--- config.mk ---
export PLATFORM = sky130hd
export DESIGN_NAME = uart_rx_word_ctrl
export DESIGN_NICKNAME = d
export VERILOG_FILES = /design/src/rtl/uart_rx_word_ctrl_pkg.sv /design/src/rtl/uart_rx_timeout_cnt.sv /design/src/rtl/uart_rx_word_ctrl.sv
export SDC_FILE = /design/constraint.sdc
export NUM_CORES = 1
export LEC_CHECK = 0
export CORE_ASPECT_RATIO = 0.6
export CORE_UTILIZATION = 57
export DETAILED_ROUTE_END_ITERATION = 12
export PLACE_DENSITY = 0.86
export SYNTH_ARGS = -nofsm -noshare
export SYNTH_HDL_FRONTEND = slang
export SYNTH_SLANG_ARGS = --single-unit
--- constraint.sdc ---
create_clock -name clk -period 4 [get_ports clk]
set_clock_uncertainty 0.15 [all_clocks]
set_input_delay 1 -clock clk [delete_from_list [all_inputs] [get_ports clk]]
set_output_delay 1 -clock clk [all_outputs]
set_load 0.02 [all_outputs]
--- src/rtl/uart_rx_word_ctrl_pkg.sv ---
// Shared types and helpers for the UART receive word packer.
package uart_rx_word_ctrl_pkg;

  typedef enum logic [1:0] {
    IDLE     = 2'd0,
    ASSEMBLE = 2'd1,
    FULL     = 2'd2
  } state_e;

  localparam logic PARITY_EVEN_MODE = 1'b0;
  localparam logic PARITY_ODD_MODE  = 1'b1;

  function automatic logic frame_good(logic [8:0] sr, logic odd);
    return ((^sr[7:0]) ^ sr[8]) == odd;
  endfunction

  // Little-endian lane insert: byte idx lands in w[8*idx+7:8*idx].
  function automatic logic [31:0] put_byte(logic [31:0] w, logic [2:0] idx, logic [7:0] b);
    logic [31:0] r;
    r = w;
    for (int k = 0; k < 4; k++) begin
      if (idx == 3'(k)) r[8*k +: 8] = b;
    end
    return r;
  endfunction

endpackage

--- src/rtl/uart_rx_timeout_cnt.sv ---
// Up-counter with synchronous clear and enable; tc_o pulses while enabled at MAX_COUNT.
module uart_rx_timeout_cnt #(
  parameter int unsigned MAX_COUNT = 519999
) (
  input  logic clk,
  input  logic n_rst,
  input  logic clr_i,
  input  logic en_i,
  output logic tc_o
);

  localparam int unsigned W = (MAX_COUNT < 1) ? 1 : $clog2(MAX_COUNT + 1);

  logic [W-1:0] cnt_q, cnt_d;

  always_comb begin
    cnt_d = cnt_q;
    if (clr_i)     cnt_d = '0;
    else if (en_i) cnt_d = cnt_q + 1'b1;
  end

  always_ff @(posedge clk) begin
    if (!n_rst) cnt_q <= '0;
    else        cnt_q <= cnt_d;
  end

  assign tc_o = en_i && (cnt_q == W'(MAX_COUNT));

endmodule

--- src/rtl/uart_rx_word_ctrl.sv ---
// Packs parity-checked UART frames into little-endian words with valid/ack hand-off.
// Optional inter-byte timeout is built only when UART_RX_TIMEOUT_EN is defined.
//   state    | meaning
//   IDLE     | no bytes held
//   ASSEMBLE | partial word, 1..BYTES_PER_WORD-1 bytes held
//   FULL     | word_o valid, waiting for word_ack_i
module uart_rx_word_ctrl
  import uart_rx_word_ctrl_pkg::*;
#(
  parameter int BYTES_PER_WORD = 4,
  parameter int PARITY_ODD     = 0,
  parameter int TIMEOUT_COUNTS = 520000
) (
  input  logic        clk,
  input  logic        n_rst,
  input  logic        rx_ready_i,
  input  logic [8:0]  rx_sr_i,
  input  logic        word_ack_i,
  input  logic        clr_err_i,
  output logic [31:0] word_o,
  output logic        word_valid_o,
  output logic [2:0]  byte_cnt_o,
  output logic        busy_o,
  output logic        parity_err_o,
  output logic        overrun_o,
  output logic        timeout_o
);

  localparam logic [2:0] BPW = 3'(BYTES_PER_WORD);
  localparam logic PMODE = (PARITY_ODD != 0) ? PARITY_ODD_MODE : PARITY_EVEN_MODE;

  state_e      state_q, state_d;
  logic [2:0]  cnt_q, cnt_d, cnt_inc;
  logic [31:0] buf_q, buf_d, buf_ins;
  logic [31:0] word_q, word_d;
  logic        perr_q, perr_d, ovr_q, ovr_d, to_q, to_d;
  logic        good, take_first, timeout_hit;

`ifdef UART_RX_TIMEOUT_EN
  logic to_clr;
  assign to_clr = (state_q != ASSEMBLE) || rx_ready_i;

  uart_rx_timeout_cnt #(
    .MAX_COUNT(TIMEOUT_COUNTS - 1)
  ) u_timeout (
    .clk   (clk),
    .n_rst (n_rst),
    .clr_i (to_clr),
    .en_i  (state_q == ASSEMBLE),
    .tc_o  (timeout_hit)
  );
`else
  assign timeout_hit = 1'b0;
`endif

  always_comb begin
    state_d = state_q;
    cnt_d   = cnt_q;
    buf_d   = buf_q;
    word_d  = word_q;
    perr_d  = perr_q & ~clr_err_i;
    ovr_d   = ovr_q & ~clr_err_i;
    to_d    = to_q & ~clr_err_i;
    good    = frame_good(rx_sr_i, PMODE);
    cnt_inc = cnt_q + 3'd1;
    buf_ins = put_byte(buf_q, cnt_q, rx_sr_i[7:0]);
    // An ack in FULL frees the slot in time for a frame in the same cycle.
    take_first = rx_ready_i && ((state_q == IDLE) || (state_q == FULL && word_ack_i));

    case (state_q)
      IDLE: ;
      ASSEMBLE: begin
        if (rx_ready_i) begin
          if (good) begin
            buf_d = buf_ins;
            cnt_d = cnt_inc;
            if (cnt_inc == BPW) begin
              word_d  = buf_ins;
              state_d = FULL;
            end
          end else begin
            perr_d  = 1'b1;
            state_d = IDLE;
            cnt_d   = '0;
            buf_d   = '0;
          end
        end else if (timeout_hit) begin
          to_d    = 1'b1;
          state_d = IDLE;
          cnt_d   = '0;
          buf_d   = '0;
        end
      end
      FULL: begin
        if (word_ack_i) begin
          state_d = IDLE;
          cnt_d   = '0;
        end else if (rx_ready_i) begin
          ovr_d = 1'b1;
        end
      end
      default: begin
        state_d = IDLE;
        cnt_d   = '0;
        buf_d   = '0;
      end
    endcase

    if (take_first) begin
      if (good) begin
        buf_d = {24'd0, rx_sr_i[7:0]};
        cnt_d = 3'd1;
        if (BPW == 3'd1) begin
          word_d  = {24'd0, rx_sr_i[7:0]};
          state_d = FULL;
        end else begin
          state_d = ASSEMBLE;
        end
      end else begin
        perr_d  = 1'b1;
        state_d = IDLE;
        cnt_d   = '0;
        buf_d   = '0;
      end
    end
  end

  always_ff @(posedge clk) begin
    if (!n_rst) begin
      state_q <= IDLE;
      cnt_q   <= '0;
      buf_q   <= '0;
      word_q  <= '0;
      perr_q  <= 1'b0;
      ovr_q   <= 1'b0;
      to_q    <= 1'b0;
    end else begin
      state_q <= state_d;
      cnt_q   <= cnt_d;
      buf_q   <= buf_d;
      word_q  <= word_d;
      perr_q  <= perr_d;
      ovr_q   <= ovr_d;
      to_q    <= to_d;
    end
  end

  assign word_o       = word_q;
  assign word_valid_o = (state_q == FULL);
  assign byte_cnt_o   = cnt_q;
  assign busy_o       = (state_q == ASSEMBLE);
  assign parity_err_o = perr_q;
  assign overrun_o    = ovr_q;
  assign timeout_o    = to_q;

endmodule
==> flow_summary.ini, run 1 <==
[sta]
slew_headroom_pct = 60.6
tns_ns = 0
rsz0062_at_grt = false
setup_viol = 0
finalCritPeriodShare_pct = 80.8
hold_violations = 0
fmax_ghz = 0.309
worstMarginPinSlew_ns = 0.587
min_period_ns = 3.23
slew_violations = 0

[setup_path]
critPathSlowestCell = clkdlybuf4s50_1
cp.required_ns = 4.10
cpPeakStageDelay_ns = 0.53
path_buf_inv = 2
critical_path_class = in2reg
cp_max_fo = 13
crit_family = XOR/XNOR gates
cp_cell_sequence = clkdlybuf4s50_1 > xor2_1 > xnor3_2 > xnor2_4 > buf_4 > nor3b_4 > a22o_1
cp-end-kind = flip-flop
startpoint_type = input pin
arrival_ns = 3.33

[die]
die_area_um2 = 6030
die_h_um = 60.6
rows = 20
initial_utilization_pct = 61.7
pin_count = 54
die_w_um = 99.6
core_um2 = 5280

[clock_tree]
cts_resized = 0
cts_max_level = 3
clockBufferDepth = 2
clk_pin_slew_worst_paths_ns = 0.07
postCtsHoldBufs = 0
numCtsBuffers = 9
post-cts-setup-buffers = 0
clock_tree.root_cell = clkbuf_8
clock_latency_ns = 0.36
clock_sinks = 72
cts_tree = yes

[yosys]
synth-edff-count = 0
netlist_area_um2 = 3260
ys_ff_latch = 72
yosys.area.top_type = dfxtp_1
synthTopCellsByArea = dfxtp_1 44%, mux2i_1 9.8%, o211a_1 9.8%
synth_top_area_share_pct = 44.3
syn_avg_cell_area_um2 = 10.9
syn_inst = 300
async_reset_ff_share_pct = 0
synth_warnings = 0
synth_nets = 320
synth_seq_area_share_pct = 44.3
ys.flop_type = dfxtp_1
ys_types = 46

[outcome]
outcome = completed

[final_layout]
multi_input_area_um2 = 1640
final_cell_mix = 72 x dfxtp_1, 53 x clkdlybuf4s50_1, 38 x nand2_1
layout_commonest_cell = dfxtp_1
layout.cells.non_filler = 437
drive_gt1_share_pct = 12.5
syn_to_final_growth_pct = 24.9
ff_latch_area_um2 = 1440
diodes = 0
num-fill-cells = 349
layout.nets = 375

[global_routing]
grt_usage_pct = 26.4
grt_max_degree = 59
antenna_found_initial = 0
grt_pass1_wl_um = 11700
grt_pass1_vias = 2270
overflow = 0

[place]
dpl.cell_count = 421
portBuffers = 53
dp_hpwl_um = 5050
place.gp.congestion = 0.880

[pwr]
internal-power_mw = 1.12
peakVddDrop_mv = 0.238
p_sw_uw = 432
swShare_pct = 27.8
power_frac_seq_pct = 48.2
p_clk_share_pct = 34.7
p_comb_share_pct = 17.1
p_per_area_nw_per_um2 = 381
power_leakage_nw = 1.91

[job]
maxCapViolations = 0

[route]
routed_wl_um = 7380
antenna_left = 0
drtIter0Drc = 152
drc = 0
vias = 2509
viasPerCell = 5.74
first_pass_iters = 5
wl_per_cell_um = 16.9

[hold_path]
hp-class = reg2reg
worst register-to-register path: stages (launching register included):
cell and delay (ns):
dfxtp_1 0.46, ha_1 0.22, ha_1 0.24, nand2_1 0.07, or3_1 0.39, mux2i_4 0.23
buf_12 0.26, nand2_1 0.13, o211a_1 0.14
cell usage after synthesis, types with 5 or more instances:
master    number
inv_1          6
a22o_1        33
mux2i_1       32
ha_1           6
o211a_1       32
buf_2          5
clkbuf_1       9
dfxtp_1       72
nand2_1       38
power groups by stage:
stage,Sequential [mW],Clock (mW),Combinational (mW)
6_report,0.747,0.538,0.266
5_1_grt,0.749,0.576,0.279
4_1_cts,0.747,0.543,0.262
3_5_place_dp,0.763,0,0.260
3_3_place_gp,0.763,0,0.255
2_1_floorplan,0.761,0,0.195
kinds of logic (layout without fill, tap and decap cells):
group	Yosys count	in the layout	share of synthesized area [%]
compound gates	85	85	23.9
xor+xnor	6	6	3.11
fa+ha+maj	6	6	2.30
buf+inv	34	94	5.34
flops	72	72	44.3
mux	33	33	10.5
simple gates	64	64	10.6
final cells by class:
class / instances / share of cell area (%)
Sequential cell: 72 / 35.4
Timing Repair Buffer: 71 / 16.7
Clock buffer: 14 / 4.24
Tap cell: 77 / 2.37
Clock inverter: 2 / 0.308
Multi-Input combinational cell: 194 / 40.3
Inverter: 7 / 0.646
path summary, 6_finish.rpt:
path,endpoint,cells after the start,slack [ns],startpoint
hold / removal,timeout_o,1,0.33,timeout_o
hold reg to reg,timeout_o,1,0.33,timeout_o
setup reg to reg,word_o[27],8,1.60,byte_cnt_o[0]
setup / recovery,buf_q[31],7,0.77,rx_sr_i[1]
state kept, by name, indices dropped and copies added (netlist names):
register      count
parity_err_o      1
timeout_o         1
buf_q            32
word_o           32
byte_cnt_o        3
overrun_o         1
state_q           2
per-layer routing:
metal | GRT usage (%) | routed length (um) | up-vias
li1 | - | - | 1210
met1 | 37.9 | 3760 | 1178
met2 | 37.9 | 2980 | 107
met3 | 7.49 | 541 | 14
met4 | 9.87 | 89 | 0
met5 | 0 | 0 | -
stage by stage:
| step | power [mW] | utilization, % | hold slack, ns | setup WS [ns] | instance area [um2] |
|---|---|---|---|---|---|
| after floorplan | 0.956 | - | 0.292 | 1.11 | 3260 |
| after global placement | 1.02 | 73.6 | 0.306 | 0.529 | 3880 |
| after detailed placement | 1.02 | 73.6 | 0.307 | 0.461 | 3880 |
| after CTS | 1.55 | 77.1 | 0.328 | 0.774 | 4070 |
| after global routing | 1.60 | 77.1 | 0.342 | 0.713 | 4070 |
| final | 1.55 | 77.1 | 0.329 | 0.769 | 4070 |
Power figures use the tool's default switching activity.
==> run 2: changes to the inputs <==
- CORE_UTILIZATION: 57 -> 53
- PLACE_DENSITY: 0.86 -> 0.8
- clock period: 4 -> 3.05 ns (I/O delays scaled with it)
==> run 2 against run 1 <==
Critical path depth fell by 1. Final cell count rose by 4.1%. Hold slack improved by 0.0024 ns. Combinational power rose by 42%. Count of clock-buffer cells in the layout fell by 2. Non-clock buffer count rose by 16. Routed wire length rose by 3.1%. Sequential share of layout area fell by 0.94 points. Utilization fell by 4.4 points. First-iteration DRC count rose by 9.2%. Critical endpoint is now buf_q[26].
==> flow_summary.ini, run 2 (synthesis results as in run 1) <==
[final_layout]
syn_to_final_growth_pct = 28.4
num-fill-cells = 425
diodes = 0
layout.nets = 391
drive_gt1_share_pct = 16.3
utilization_pct = 72.6
layout.cells.non_filler = 455
final_cell_mix = 72 x dfxtp_1, 53 x clkdlybuf4s50_1, 38 x nand2_1
layout_commonest_cell = dfxtp_1

[pwr]
power_leakage_nw = 1.99
p_sw_uw = 574
power_frac_seq_pct = 48.2
p_clk_share_pct = 33.2
p_per_area_nw_per_um2 = 487
internal-power_mw = 1.46
finalPower_mw = 2.04
peakVddDrop_mv = 0.275
swShare_pct = 28.2
p_comb_share_pct = 18.6

[route]
drtIter0Drc = 166
antenna_left = 0
first_pass_iters = 4
wl_per_cell_um = 16.7
top_layer = met4
viasPerCell = 5.59
drc = 0
wl_met2_um = 3260
drt-met1-wl_um = 3630
routed_wl_um = 7610
wl_met3_um = 664
vias = 2543

[global_routing]
grt_pass1_wl_um = 12600
overflow = 0
grt_pass1_vias = 2515
antenna_found_initial = 0
grt_usage_pct = 26.1
grt_max_degree = 41

[clock_tree]
postCtsHoldBufs = 0
clock_tree.root_cell = clkbuf_8
clockBufferDepth = 2
clock_sinks = 72
post-cts-setup-buffers = 0
clock_latency_ns = 0.35
cts_resized = 0
cts_tree = yes
clk_pin_slew_worst_paths_ns = 0.07
numCtsBuffers = 9
cts_max_level = 3

[place]
dpl.cell_count = 440
place.gp.congestion = 0.868
dp_hpwl_um = 5440
portBuffers = 53
place_ws_ns = -0.285

[sta]
rsz0062_at_grt = false
setup_ws_ns = 0.0282
slew_violations = 0
fmax_ghz = 0.331
setup_viol = 0
tns_ns = 0
worstMarginPinSlew_ns = 1.26
min_period_ns = 3.02
slew_headroom_pct = 16.0
hold_violations = 0
finalCritPeriodShare_pct = 99.1

[die]
pin_count = 54
die_area_um2 = 6470
rows = 21
initial_utilization_pct = 56.6
core_um2 = 5750
die_w_um = 103
die_h_um = 62.7

[outcome]
outcome = completed

[setup_path]
worstReg2RegEnd = buf_q[3]
cp_max_fo = 8
startpoint_type = input pin
crit_end = buf_q[26]
critical_path_class = in2reg
cp-end-kind = flip-flop
crit_start = rx_sr_i[2]
ff2ff_path_depth = 7
r2r_slack_ns = 0.50
regToRegStartpoint = byte_cnt_o[0]
arrival_ns = 3.16
cp.required_ns = 3.19

[hold_path]
hp-class = reg2reg
hold_start = buf_q[1]

[job]
maxCapViolations = 0
[run 2: changes by cell type in the layout (fill, tap and decap cells not counted), sizes merged]
| cell | delta |
|---|---|
| buf | +16 |
| clkbuf | -2 |
| clkinv | +1 |
[run 2: worst min-delay path by stage]
| stage | cells past startpoint | endpoint | slack, ns |
|---|---|---|---|
| 2_1_floorplan | 1 | buf_q[0] | 0.29 |
| 3_3_place_gp | 1 | buf_q[2] | 0.31 |
| 3_5_place_dp | 1 | buf_q[27] | 0.30 |
| 4_1_cts | 1 | buf_q[27] | 0.33 |
| 5_1_grt | 1 | buf_q[31] | 0.35 |
| 6_report | 1 | buf_q[1] | 0.33 |
[run 2: area by class of cell]
type / count / area [um2] / share of cell area, %
multi-input cells: 194 / 1640 / 39.3
inverters: 7 / 26.3 / 0.629
clock inverters: 3 / 17.5 / 0.419
repair buffers: 87 / 798 / 19.1
clock buffers: 12 / 155 / 3.71
well taps: 80 / 100 / 2.39
flip-flops and latches: 72 / 1440 / 34.5
[run 2: worst max-delay path, cell delays in order]
cell	delay, ns
clkdlybuf4s50_1	0.50
xor2_1	0.30
xnor3_2	0.58
xnor2_4	0.18
o21ai_1	0.60
a22o_1	0.23
[run 2: per-layer routing]
metal / vias to the layer above / global-route usage [%]
met3: 7 / 8.39
met4: 0 / 8.10
met1: 1210 / 37.6
met5: - / 0
met2: 94 / 36.9
li1: 1232 / -
[run 2: power groups by stage]
stage                     combinational [mW]  clock (mW)  sequential [mW]
final                                  0.378       0.677            0.981
after global routing                   0.405       0.738            0.983
after CTS                              0.377       0.683            0.981
after detailed placement               0.373           0             1.00
after global placement                 0.369           0             1.00
after floorplan                        0.256           0            0.998
[run 2: stage by stage]
stage,cell area [um2],hold slack (ns)
final,4180,0.331
after global routing,4180,0.351
after CTS,4180,0.329
after detailed placement,4010,0.303
after global placement,4010,0.305
after floorplan,3260,0.292
